**config.mk**
```make
export PLATFORM = sky130hd
export DESIGN_NAME = leaf_user_rx_port
export DESIGN_NICKNAME = d
export VERILOG_FILES = /design/src/rtl/leaf_user_pkg.sv /design/src/rtl/leaf_user_fifo.sv /design/src/rtl/leaf_user_rx_port.sv
export SDC_FILE = /design/constraint.sdc
export NUM_CORES = 1
export LEC_CHECK = 0
export ABC_AREA = 1
export BUFFER_PORTS_ARGS = -buffer_cell sky130_fd_sc_hd__buf_2
export CAP_MARGIN = 20
export CORE_ASPECT_RATIO = 1.1
export CORE_UTILIZATION = 40
export CTS_BUF_LIST = sky130_fd_sc_hd__clkbuf_8
export CTS_CLUSTER_SIZE = 14
export DETAILED_ROUTE_END_ITERATION = 8
export HOLD_SLACK_MARGIN = 0.06
export PLACE_DENSITY = 0.6
export REMOVE_ABC_BUFFERS = 1
export SYNTH_ARGS = -nofsm -noshare
export SYNTH_HDL_FRONTEND = slang
export SYNTH_SLANG_ARGS = --single-unit
```
**constraint.sdc**
```tcl
create_clock -name clk_user -period 2.6 [get_ports clk_user]
set_input_delay 0.13 -clock clk_user [delete_from_list [all_inputs] [get_ports clk_user]]
set_output_delay 0.13 -clock clk_user [all_outputs]
set_load 0.1 [all_outputs]
```
**src/rtl/leaf_user_pkg.sv**
```systemverilog
// leaf_user_pkg: shared leaf packet constants, payload type and sizing helper
package leaf_user_pkg;
    localparam int PAYLOAD_BITS  = 32;
    localparam int PACKET_BITS   = 49;
    localparam int NUM_LEAF_BITS = 5;
    localparam int NUM_PORT_BITS = 4;
    localparam int NUM_ADDR_BITS = 7;
    typedef logic [PAYLOAD_BITS-1:0] payload_t;
    function automatic int cnt_bits(input int n);
        return n > 1 ? $clog2(n) : 1;
    endfunction
endpackage

```
**src/rtl/leaf_user_fifo.sv**
```systemverilog
// leaf_user_fifo: synchronous first-word-fall-through FIFO with occupancy count
module leaf_user_fifo #(
    parameter int W     = 32,
    parameter int DEPTH = 4
) (
    input  logic                     clk,
    input  logic                     rst,
    input  logic                     push,
    input  logic [W-1:0]             wdata,
    input  logic                     pop,
    output logic [W-1:0]             rdata,
    output logic [$clog2(DEPTH):0]   fill
);
    localparam int AW = $clog2(DEPTH);
    logic [W-1:0]  mem_q [DEPTH];
    logic [W-1:0]  mem_d [DEPTH];
    logic [AW-1:0] wptr_q, wptr_d, rptr_q, rptr_d;
    logic [AW:0]   fill_q, fill_d;
    always_comb begin
        mem_d = mem_q;
        if (push) mem_d[wptr_q] = wdata;
        wptr_d = push ? wptr_q + AW'(1) : wptr_q;
        rptr_d = pop ? rptr_q + AW'(1) : rptr_q;
        fill_d = (push && !pop) ? fill_q + (AW+1)'(1) :
                 (!push && pop) ? fill_q - (AW+1)'(1) : fill_q;
    end
    always_ff @(posedge clk) begin
        if (rst) begin
            wptr_q <= '0;
            rptr_q <= '0;
            fill_q <= '0;
        end else begin
            wptr_q <= wptr_d;
            rptr_q <= rptr_d;
            fill_q <= fill_d;
        end
    end
    always_ff @(posedge clk) mem_q <= mem_d;
    assign rdata = mem_q[rptr_q];
    assign fill  = fill_q;
endmodule

```
**src/rtl/leaf_user_rx_port.sv**
```systemverilog
// leaf_user_rx_port: leaf-to-user receive port, FWFT buffer + frame marking; LEAF_USER_RX_STATS_EN adds counters
module leaf_user_rx_port import leaf_user_pkg::*; #(
    parameter int PAYLOAD_BITS = leaf_user_pkg::PAYLOAD_BITS,
    parameter int FIFO_DEPTH   = 4,
    parameter int FRAME_WORDS  = 64
) (
    input  logic                          clk_user,
    input  logic                          reset,
    input  logic [PAYLOAD_BITS-1:0]       dout_leaf_interface2user,
    input  logic                          vld_interface2user,
    output logic                          ack_user2interface,
    output logic [PAYLOAD_BITS-1:0]       m_data,
    output logic                          m_valid,
    input  logic                          m_ready,
    output logic                          m_last,
    output logic                          frame_done,
    output logic [$clog2(FIFO_DEPTH):0]   fill
`ifdef LEAF_USER_RX_STATS_EN
    ,
    output logic [31:0]                   stat_words,
    output logic [31:0]                   stat_stall
`endif
);
    localparam int AW   = $clog2(FIFO_DEPTH);
    localparam int FW_W = cnt_bits(FRAME_WORDS);
    logic            push, pop;
    logic [FW_W-1:0] fcnt_q, fcnt_d;
    logic            frame_done_q, frame_done_d;
    // ack ignores a same-cycle pop so there is no m_ready-to-ack path
    assign ack_user2interface = !reset && (fill < (AW+1)'(FIFO_DEPTH));
    assign m_valid = fill != '0;
    assign m_last  = m_valid && (fcnt_q == FW_W'(FRAME_WORDS-1));
    assign push    = vld_interface2user && ack_user2interface;
    assign pop     = m_valid && m_ready;
    leaf_user_fifo #(.W(PAYLOAD_BITS), .DEPTH(FIFO_DEPTH)) u_fifo (
        .clk   (clk_user),
        .rst   (reset),
        .push  (push),
        .wdata (dout_leaf_interface2user),
        .pop   (pop),
        .rdata (m_data),
        .fill  (fill)
    );
    always_comb begin
        fcnt_d       = pop ? (m_last ? '0 : fcnt_q + FW_W'(1)) : fcnt_q;
        frame_done_d = pop && m_last;
    end
    always_ff @(posedge clk_user) begin
        if (reset) begin
            fcnt_q       <= '0;
            frame_done_q <= 1'b0;
        end else begin
            fcnt_q       <= fcnt_d;
            frame_done_q <= frame_done_d;
        end
    end
    assign frame_done = frame_done_q;
`ifdef LEAF_USER_RX_STATS_EN
    logic [31:0] stat_words_q, stat_words_d, stat_stall_q, stat_stall_d;
    always_comb begin
        stat_words_d = stat_words_q + 32'(pop);
        stat_stall_d = stat_stall_q + 32'(vld_interface2user && !ack_user2interface && stat_stall_q != '1);
    end
    always_ff @(posedge clk_user) begin
        if (reset) begin
            stat_words_q <= '0;
            stat_stall_q <= '0;
        end else begin
            stat_words_q <= stat_words_d;
            stat_stall_q <= stat_stall_d;
        end
    end
    assign stat_words = stat_words_q;
    assign stat_stall = stat_stall_q;
`endif
endmodule

```
==> impl_metrics.py <==
metrics = {
    "layout": {
        "nFillCells": 1174,
        "insertedDiodeCount": 0,
        "final_core_util_pct": 51.5,
        "nets": 576,
        "drive_gt1_share_pct": 22.3,
        "area_growth_syn_to_layout_pct": 24.5,
    },
    "synth": {
        "synth-simple-area-share_pct": 7.96,
        "ys_ff_latch": 142,
        "seq_area_frac_synth_pct": 75.2,
        "ys_types": 24,
        "syn_inst": 416,
        "synth_most_common_cell": "edfxtp_1",
        "synth_common_cells": "128 x edfxtp_1, 84 x nor2_1, 69 x o21ai_0, 32 x o22ai_1, 20 x inv_1",
        "synth_top_flop_cell": "edfxtp_1",
        "synth_compound_area_share_pct": 11.2,
        "synth_top_area_cell": "edfxtp_1",
        "synthTopCellsByArea": "edfxtp_1 70%, o21ai_0 6.3%, nor2_1 5.7%",
        "synth-async-reset-ratio_pct": 0,
        "yosysWarningCount": 0,
        "synthAdderAreaFrac_pct": 1.73,
        "synth_mux_area_share_pct": 0,
        "synth_area_sq_mm": 0.00549,
        "synth_xor_area_share_pct": 0.319,
        "synth_edf_count": 128,
        "syn_area_per_cell_sq_um": 13.2,
        "synth_top_area_share_pct": 70.1,
        "synth_top_family_by_area": "compound AO/OA/AOI/OAI gates",
    },
    "timing": {
        "skew_ns": 0.0100,
        "fin_crit_ns": 2.39,
        "worst_slew_margin_rel_pct": 56.8,
        "min_period_over_period_pct": 91.8,
        "final_max_slew_viol_count": 0,
        "max_freq_ghz": 0.419,
        "setup-violations-final": 0,
        "grt_setup_unrepaired": "false",
        "hold_viol_final": 0,
        "worst_pin_slew_ns": 0.648,
    },
    "critical_path": {
        "worst_setup_path_start_kind": "register",
        "rr_worst_depth": 11,
        "r2r_start": "u_fifo.fill[2]",
        "critPathCaptureType": "output pin",
        "worstPathArrival_ns": 2.26,
        "setup.worst_path.class": "register to output pin",
        "ff2ff_setup_slack_ns": 0.72,
        "cp_max_fo": 65,
        "r2r-end": "u_fifo.fill[2]",
        "cp.required_ns": 2.47,
    },
    "drt": {
        "avgRoutedWirePerCell_microns": 15.2,
        "viasPerCell": 4.86,
        "drc_errors": 0,
        "routed_wl_microns": 11100,
        "vias": 3549,
        "dr.first_iter.drc_count": 259,
        "ant_nets": 0,
        "drtPass1Iterations": 4,
    },
    "global_routing": {
        "grt_max_degree": 68,
        "grt_pass1_wl_microns": 17600,
        "track_usage_pct": 16.7,
        "grt_pass1_vias": 3471,
        "overflow": 0,
        "antenna_found_initial": 0,
    },
    "clock_network": {
        "cts.hold.buffers_added": 35,
        "clock_latency_ns": 0.44,
        "clockBufferDepth": 2,
        "cts_tree": "done",
        "cts_root_buf": "clkbuf_8",
        "cts_setup_buffers": 0,
        "cts_resized": 0,
        "h-tree-depth": 4,
        "cts_made_buffers": 17,
        "cts.reportedPaths.clkPinSlew_ns": 0.07,
        "clock_sinks": 142,
    },
    "power_and_ir_drop": {
        "irDropWorstVdd_uv": 979,
        "finalPower_mw": 7.52,
        "p_leak_nw": 2.50,
        "powerDensity_mw_per_mm2": 1100,
    },
    "placed_design": {
        "dp_hpwl_microns": 6220,
        "io_buffers": 74,
        "routabilityCongestion": 0.722,
    },
    "floorplanning": {
        "core-area_sq_mm": 0.0133,
        "die_w_microns": 114,
        "num_rows": 44,
        "die_area_sq_mm": 0.0142,
        "die_y_microns": 125,
        "initial_core_util_pct": 41.3,
        "io_pins": 75,
    },
    "outcome": {
        "status": "completed",
    },
    "worst_hold_path": {
        "hold_class": "input port to register",
        "hp-start": "vld_interface2user",
        "hold_end": "u_fifo.wptr_q[0]",
        "holdPathStages": 3,
    },
    "job": {
        "cap_violations": 0,
    },
}
-- per-stage QoR --
step           setup TNS (ns)  cells  cell area, sq um  worst slack [ns]  hold WS [ns]
2_1_floorplan         -231.92    396              5370             -1.67         0.199
3_3_place_gp                0    663              6080             0.706         0.340
3_5_place_dp                0    663              6080             0.695         0.347
4_1_cts                     0    730              6830             0.202         0.150
5_1_grt                     0    730              6830            0.0567         0.209
6_report                    0    730              6830             0.213         0.184
-- layout make-up --
class                      instances  area (sq um)  share of cell area, %
sequential                       142          4130                   60.4
multi-input combinational        233          1190                   17.4
timing repair buffer             118           801                   11.7
clock buffer                      22           303                   4.43
tap                              184           230                   3.37
clock inverter                    10          96.3                   1.41
inverter                          21          81.3                   1.19
-- flip-flops by register name (all words and copies together), names as in the netlist --
name / cells
fcnt_q: 6
u_fifo.mem_q: 128
frame_done: 1
u_fifo.fill: 3
u_fifo.rptr_q: 2
u_fifo.wptr_q: 2
-- layout by cell type (no fill, tap or decap), drive strengths merged --
master,n
ha,6
o21ai,72
clkinv,3
dfxtp,14
clkbuf,22
fa,1
a21oi,8
nand3,3
xor2,2
inv,26
edfxtp,128
dlygate4sd3,35
nor3,1
nor2,85
buf,83
o22ai,32
nand2,22
bufinv,2
o21bai,1
-- logic make-up (layout without fill, tap and decap cells) --
logic type / count (synthesis) / in the layout
flip-flops: 142 / 142
AO/OA/AOI/OAI: 113 / 113
AND/OR/NAND/NOR: 111 / 111
buffers and inverters: 41 / 171
adder cells (fa/ha/maj): 7 / 7
XOR/XNOR: 2 / 2
-- how the worst max path moves through the flow --
stage                     startpoint               to  slack [ns]
global route        u_fifo.rptr_q[0]        m_data[9]        0.06
floorplan             u_fifo.fill[2]  u_fifo.mem_q[0]       -1.67
global placement    u_fifo.rptr_q[0]        m_data[9]        0.71
CTS                 u_fifo.rptr_q[0]        m_data[9]        0.20
detailed placement  u_fifo.rptr_q[0]        m_data[9]        0.70
finish              u_fifo.rptr_q[0]        m_data[9]        0.21
-- routing by layer --
layer  vias to the layer above  part of all wire (%)  track usage (%)
li1                       1737                     -                -
met1                      1712                    46             20.5
met2                        81                    48             27.0
met3                        19                   3.9             4.53
met4                         0                   2.4             8.13
met5                         -                     0                0
-- critical path: stages, from the launching register on --
cell	delay [ns]
dfxtp_2	0.35
buf_4	0.52
o21ai_0	0.18
o22ai_1	0.28
buf_2	0.49
-- where the power goes --
part / switching (mW) / leakage (nW) / internal, mW / total (mW)
Combinational: 2.60 / 1.00 / 0.496 / 3.10
Clock: 0.767 / 0.224 / 0.962 / 1.73
Sequential: 0.0694 / 1.28 / 2.63 / 2.70
Note: power is estimated with default switching activity, not from simulation.
